### config.mk
export PLATFORM = sky130hd
export DESIGN_NAME = div_seq_param
export DESIGN_NICKNAME = d
export VERILOG_FILES = /design/src/rtl/div_seq_param.sv
export SDC_FILE = /design/constraint.sdc
export NUM_CORES = 1
export LEC_CHECK = 0
export BUFFER_PORTS_ARGS = -buffer_cell sky130_fd_sc_hd__buf_2
export CAP_MARGIN = 20
export CORE_MARGIN = 4
export CORE_UTILIZATION = 45
export CTS_CLUSTER_DIAMETER = 30
export DETAILED_ROUTE_END_ITERATION = 16
export PLACE_DENSITY_LB_ADDON = 0.08
export SYNTH_ARGS = -nofsm -noshare
export SYNTH_HDL_FRONTEND = slang
export SYNTH_SLANG_ARGS = --single-unit
export TNS_END_PERCENT = 30
### constraint.sdc
create_clock -name clk -period 3 [get_ports clk]
set_input_delay 0.15 -clock clk [delete_from_list [all_inputs] [get_ports clk]]
set_output_delay 0.15 -clock clk [all_outputs]
set_load 0.02 [all_outputs]
### src/rtl/div_seq_param.sv
// Multi-cycle restoring divider, one quotient bit per clock, signed or unsigned per operation.
// Truncating quotient, remainder follows the dividend sign; dedicated div-by-zero/overflow flags.
module div_seq_param #(
  parameter int DW_A = 64,
  parameter int DW_B = 32
) (
  input  logic            clk,
  input  logic            rst_n,
  input  logic            start,
  input  logic            is_signed,
  input  logic [DW_A-1:0] a,
  input  logic [DW_B-1:0] b,
  output logic            busy,
  output logic            done,
  output logic [DW_A-1:0] quot,
  output logic [DW_B-1:0] rem,
  output logic            div_zero,
  output logic            overflow
);

  localparam int CW = $clog2(DW_A + 1);
  localparam logic [DW_A-1:0] MIN_A = {1'b1, {(DW_A-1){1'b0}}};

  typedef enum logic [1:0] {IDLE, ITER, FIX, DONE} state_t;

  state_t          state, state_nxt;
  logic [CW-1:0]   cnt;
  logic [DW_A-1:0] qa, qa_sh, mag_a_in, q_fix;
  logic [DW_B-1:0] mag_b, mag_b_in, a_low, r_fix;
  logic [DW_B:0]   prem, prem_sh;
  logic            neg_q, neg_r, sp_zero, sp_ovf;
  logic            a_neg, b_neg, b_zero, ovf_in, ge;

  // Operand conditioning and one shift-subtract step, all combinational.
  always_comb begin
    a_neg    = is_signed & a[DW_A-1];
    b_neg    = is_signed & b[DW_B-1];
    mag_a_in = a_neg ? -a : a;
    mag_b_in = b_neg ? -b : b;
    b_zero   = (b == '0);
    ovf_in   = is_signed & (a == MIN_A) & (&b);
    prem_sh  = {prem[DW_B-1:0], qa[DW_A-1]};
    qa_sh    = {qa[DW_A-2:0], 1'b0};
    ge       = (prem_sh >= {1'b0, mag_b});
    q_fix    = neg_q ? -qa : qa;
    r_fix    = neg_r ? -prem[DW_B-1:0] : prem[DW_B-1:0];
  end

  always_ff @(posedge clk or negedge rst_n) begin
    if (!rst_n) state <= IDLE;
    else        state <= state_nxt;
  end

  // NOTE: next state is assigned a default before the case so no latch is inferred.
  always_comb begin
    state_nxt = state;
    case (state)
      IDLE:    if (start) state_nxt = (b_zero | ovf_in) ? FIX : ITER;
      ITER:    if (cnt == CW'(1)) state_nxt = FIX;
      FIX:     state_nxt = DONE;
      DONE:    state_nxt = IDLE;
      default: state_nxt = IDLE;
    endcase
  end

  assign busy = (state != IDLE);
  assign done = (state == DONE);

  // NOTE: all registered state uses non-blocking assignments so every flop sees pre-edge values.
  always_ff @(posedge clk or negedge rst_n) begin
    if (!rst_n) begin
      cnt      <= '0;
      qa       <= '0;
      prem     <= '0;
      mag_b    <= '0;
      a_low    <= '0;
      neg_q    <= 1'b0;
      neg_r    <= 1'b0;
      sp_zero  <= 1'b0;
      sp_ovf   <= 1'b0;
      quot     <= '0;
      rem      <= '0;
      div_zero <= 1'b0;
      overflow <= 1'b0;
    end else begin
      case (state)
        IDLE: if (start) begin
          qa      <= mag_a_in;
          mag_b   <= mag_b_in;
          prem    <= '0;
          cnt     <= CW'(DW_A);
          a_low   <= a[DW_B-1:0];
          neg_q   <= a_neg ^ b_neg;
          neg_r   <= a_neg;
          sp_zero <= b_zero;
          sp_ovf  <= ovf_in & ~b_zero;
        end
        ITER: begin
          cnt <= cnt - CW'(1);
          if (ge) begin
            prem <= prem_sh - {1'b0, mag_b};
            qa   <= qa_sh | DW_A'(1);
          end else begin
            prem <= prem_sh;
            qa   <= qa_sh;
          end
        end
        FIX: begin
          if (sp_zero) begin
            quot     <= '1;
            rem      <= a_low;
            div_zero <= 1'b1;
            overflow <= 1'b0;
          end else if (sp_ovf) begin
            quot     <= MIN_A;
            rem      <= '0;
            div_zero <= 1'b0;
            overflow <= 1'b1;
          end else begin
            quot     <= q_fix;
            rem      <= r_fix;
            div_zero <= 1'b0;
            overflow <= 1'b0;
          end
        end
        default: ;
      endcase
    end
  end

endmodule

==> results.toml <==
[pwr]
power.density_nw_per_um2 = 526
pwr-share-clk_pct = 65.3
peakVddDrop_mv = 0.406
power.static_leakage_nw = 10.2
combinationalPowerShare_pct = 4.5
finalPower_mw = 12.2
p_seq_share_pct = 30.2
internal-power_mw = 9.65
p_sw_mw = 2.51
swShare_pct = 20.6

[finish]
design_area_um2 = 23100
fillers = 3341
area_growth_syn_to_layout_pct = 35.6
final_layout_size_suffix_gt1_share_pct = 24.7
final_nets = 2450

[yosys]
synth_cells = 1920
yosysTopAreaCellShare_pct = 39.8
synth.avg_cell_area_um2 = 8.88
syn-num-nets = 2064
synth_largest_area_cell = "dfrtp_1"
syn_area_um2 = 17000
async_reset_ff_share_pct = 100
ys_ff_latch = 271
synthDistinctLibCells = 69
ys_seq_area_share_pct = 39.8
synth_edf_count = 0
ys.flop_type = "dfrtp_1"
synth.area.top_cells = "dfrtp_1, o21ai_0, xor2_1, a21oi_1, xnor2_1"
yosys_warnings = 0

[routing]
drcViolationCount = 0
wl_per_cell_um = 20.1
wl_um = 57600
via_per_inst = 5.68
drt_iter0_drc = 1020
ant_nets = 0
vias = 16300
drtPass1Iterations = 5

[global_route]
grt_overflow = 0
first_global_vias = 16100
grt_first_pass_wirelength_um = 90200
grtUsageTotal_pct = 27.3
grt_max_degree = 98
antenna_found_initial = 2

[timing]
drv_slew = 0
period_share_pct = 104
rsz0062_at_grt = "true"
slew_headroom_pct = 36.3
min_period_ns = 3.11
setup_viol = 6
worstMarginPinSlew_ns = 0.955
hold_viol = 0
timing.final.ws_setup_ns = -0.106
finClkSkew_ns = 0.0182
fmaxAchievable_ghz = 0.322
tns_ns = -0.325
whs_ns = 0.0113

[critical_path]
required_ns = 3.43
r2r_slack_ns = -0.11
path_max_fanout = 4
arrival_ns = 3.53
critPathKind = "reg -> reg"
r2r-end = "quot[40]"
crit_path_start_kind = "flop"
timing.rr.start = "qa[5]"
reg2reg_depth = 8
cp-end-kind = "flop"

[clocking]
cts_tree = "done"
cts-root-buf = "clkbuf_16"
clk_latency_ns = 0.56
cts_buffers = 69
path_clk_slew_ns = 0.05
clock_path_buffers = 3
cts_max_level = 3
cts.sinks = 271

[floorplan]
die_y_um = 203
die_x_um = 203
core_area_um2 = 37500
num_rows = 71
die_area_um2 = 41100
io_pins = 200
start_util_pct = 45.5

[place]
portBuffers = 199
placed_area_um2 = 19500
dp_hpwl_um = 42200
place_congestion = 0.930

[hold_path]
hold_depth = 3
holdPathEnd = "mag_b[2]"
hold_path.class = "in -> reg"
holdCritStartpoint = "b[2]"

[run_status]
violations = "setup timing"
status = "complete, but fails checks"

[run]
maxCapViolations = 0
cells in the mapped netlist, drive strengths merged, types with 30 or more instances:
cell,n
dfrtp,271
o21ai,251
a21oi,170
nand2,159
xor2,121
nor2,104
clkbuf,102
xnor2,90
inv,66
o31ai,47
ha,43
a22oi,42
mux2,40
mux2i,36
or4,30
sequential cells by signal, indices dropped and copies added (netlist names):
name and flops:
prem 32, rem 32, neg_r 1, sp_zero 1, cnt 7, neg_q 1
sp_ovf 1, mag_b 32, overflow 1, state 2, quot 64, div_zero 1
a_low 32, qa 64
cells in the final DEF, fill, tap and decap left out, types with 22 or more instances in the layout:
cell type / netlist / routed
mux2i_1: 36 / 36
a22oi_1: 42 / 42
nand4_1: 22 / 22
buf_4: 0 / 155
nor3_1: 26 / 24
o22ai_1: 25 / 24
nor2_1: 104 / 104
or4_1: 28 / 22
o31ai_1: 46 / 40
buf_2: 3 / 198
xor2_1: 121 / 121
o21ai_0: 248 / 242
mux2_2: 40 / 40
dlygate4sd3_1: 0 / 76
inv_1: 66 / 65
xnor2_1: 90 / 89
clkbuf_16: 0 / 71
a21oi_1: 170 / 166
nand2_1: 159 / 156
nor4_1: 24 / 22
ha_1: 43 / 43
dfrtp_1: 271 / 270
power by group through the flow:
| stage | registers [mW] | clock network, mW | logic, mW |
|---|---|---|---|
| after global placement | 3.72 | 0 | 0.454 |
| after CTS | 3.67 | 8.04 | 0.538 |
| after global routing | 3.67 | 8.27 | 0.598 |
| after floorplan | 3.72 | 0 | 0.175 |
| after detailed placement | 3.72 | 0 | 0.458 |
| final | 3.67 | 7.94 | 0.544 |
per-layer routing:
| layer | global-route usage [%] | part of all wire (%) | wire length, um |
|---|---|---|---|
| met5 | 0 | 0 | 0 |
| met3 | 3.74 | 5.2 | 3020 |
| met4 | 10.9 | 4.0 | 2310 |
| met2 | 46.6 | 49 | 28000 |
| met1 | 35.2 | 42 | 24200 |
worst max path at each step:
stage	from	to	depth (start not counted)
after detailed placement	qa[5]	quot[57]	8
final	qa[5]	quot[40]	8
after CTS	qa[5]	quot[40]	8
after global placement	qa[27]	quot[60]	9
after floorplan	qa[3]	quot[40]	10
after global routing	qa[5]	quot[40]	8
worst max-delay path, cell delays in order, from the launching register on:
cell and delay, ns:
dfrtp_1 0.37, or4_4 0.54, or4_4 0.47, or3_4 0.38
or3_4 0.35, or3_4 0.36, o41ai_4 0.25, xor2_1 0.19
o21ai_1 0.07
layout make-up:
class	instances	area, um^2	area share (%)
tap	511	639	2.77
sequential	271	6780	29.3
antenna	2	5.00	0.0217
clock buffer	95	2020	8.73
multi-input combinational	1460	9870	42.7
inverter	66	248	1.07
clock inverter	25	473	2.05
timing repair buffer	438	3070	13.3
logic make-up (layout without fill, tap and decap cells):
group	Yosys count	after routing	synth area share, %
AO/OA/AOI/OAI	651	651	23.1
AND/OR/NAND/NOR	478	478	14.0
adder cells (fa/ha/maj)	44	44	3.27
multiplexers	76	76	4.76
buffers and inverters	189	624	4.23
flip-flops	271	271	39.8
other	0	2	0
XOR/XNOR	211	211	10.8
repair_timing:
item	CTS	global route
hold buffers	76	0
resized for setup	20	41
setup buffers	1	2
hold endpoints to repair	155	0
pin swaps	3	9
setup endpoints to repair	23	57
stage by stage:
stage,utilization (%),worst slack (ns),std cells
4_1_cts,61.1,-0.0824,2864
3_3_place_gp,52.1,-0.113,2667
5_1_grt,61.7,-0.180,2868
3_5_place_dp,52.1,-0.178,2667
2_1_floorplan,-,-0.115,1920
6_report,61.7,-0.106,2868
Note: power is estimated with default switching activity, not from simulation.
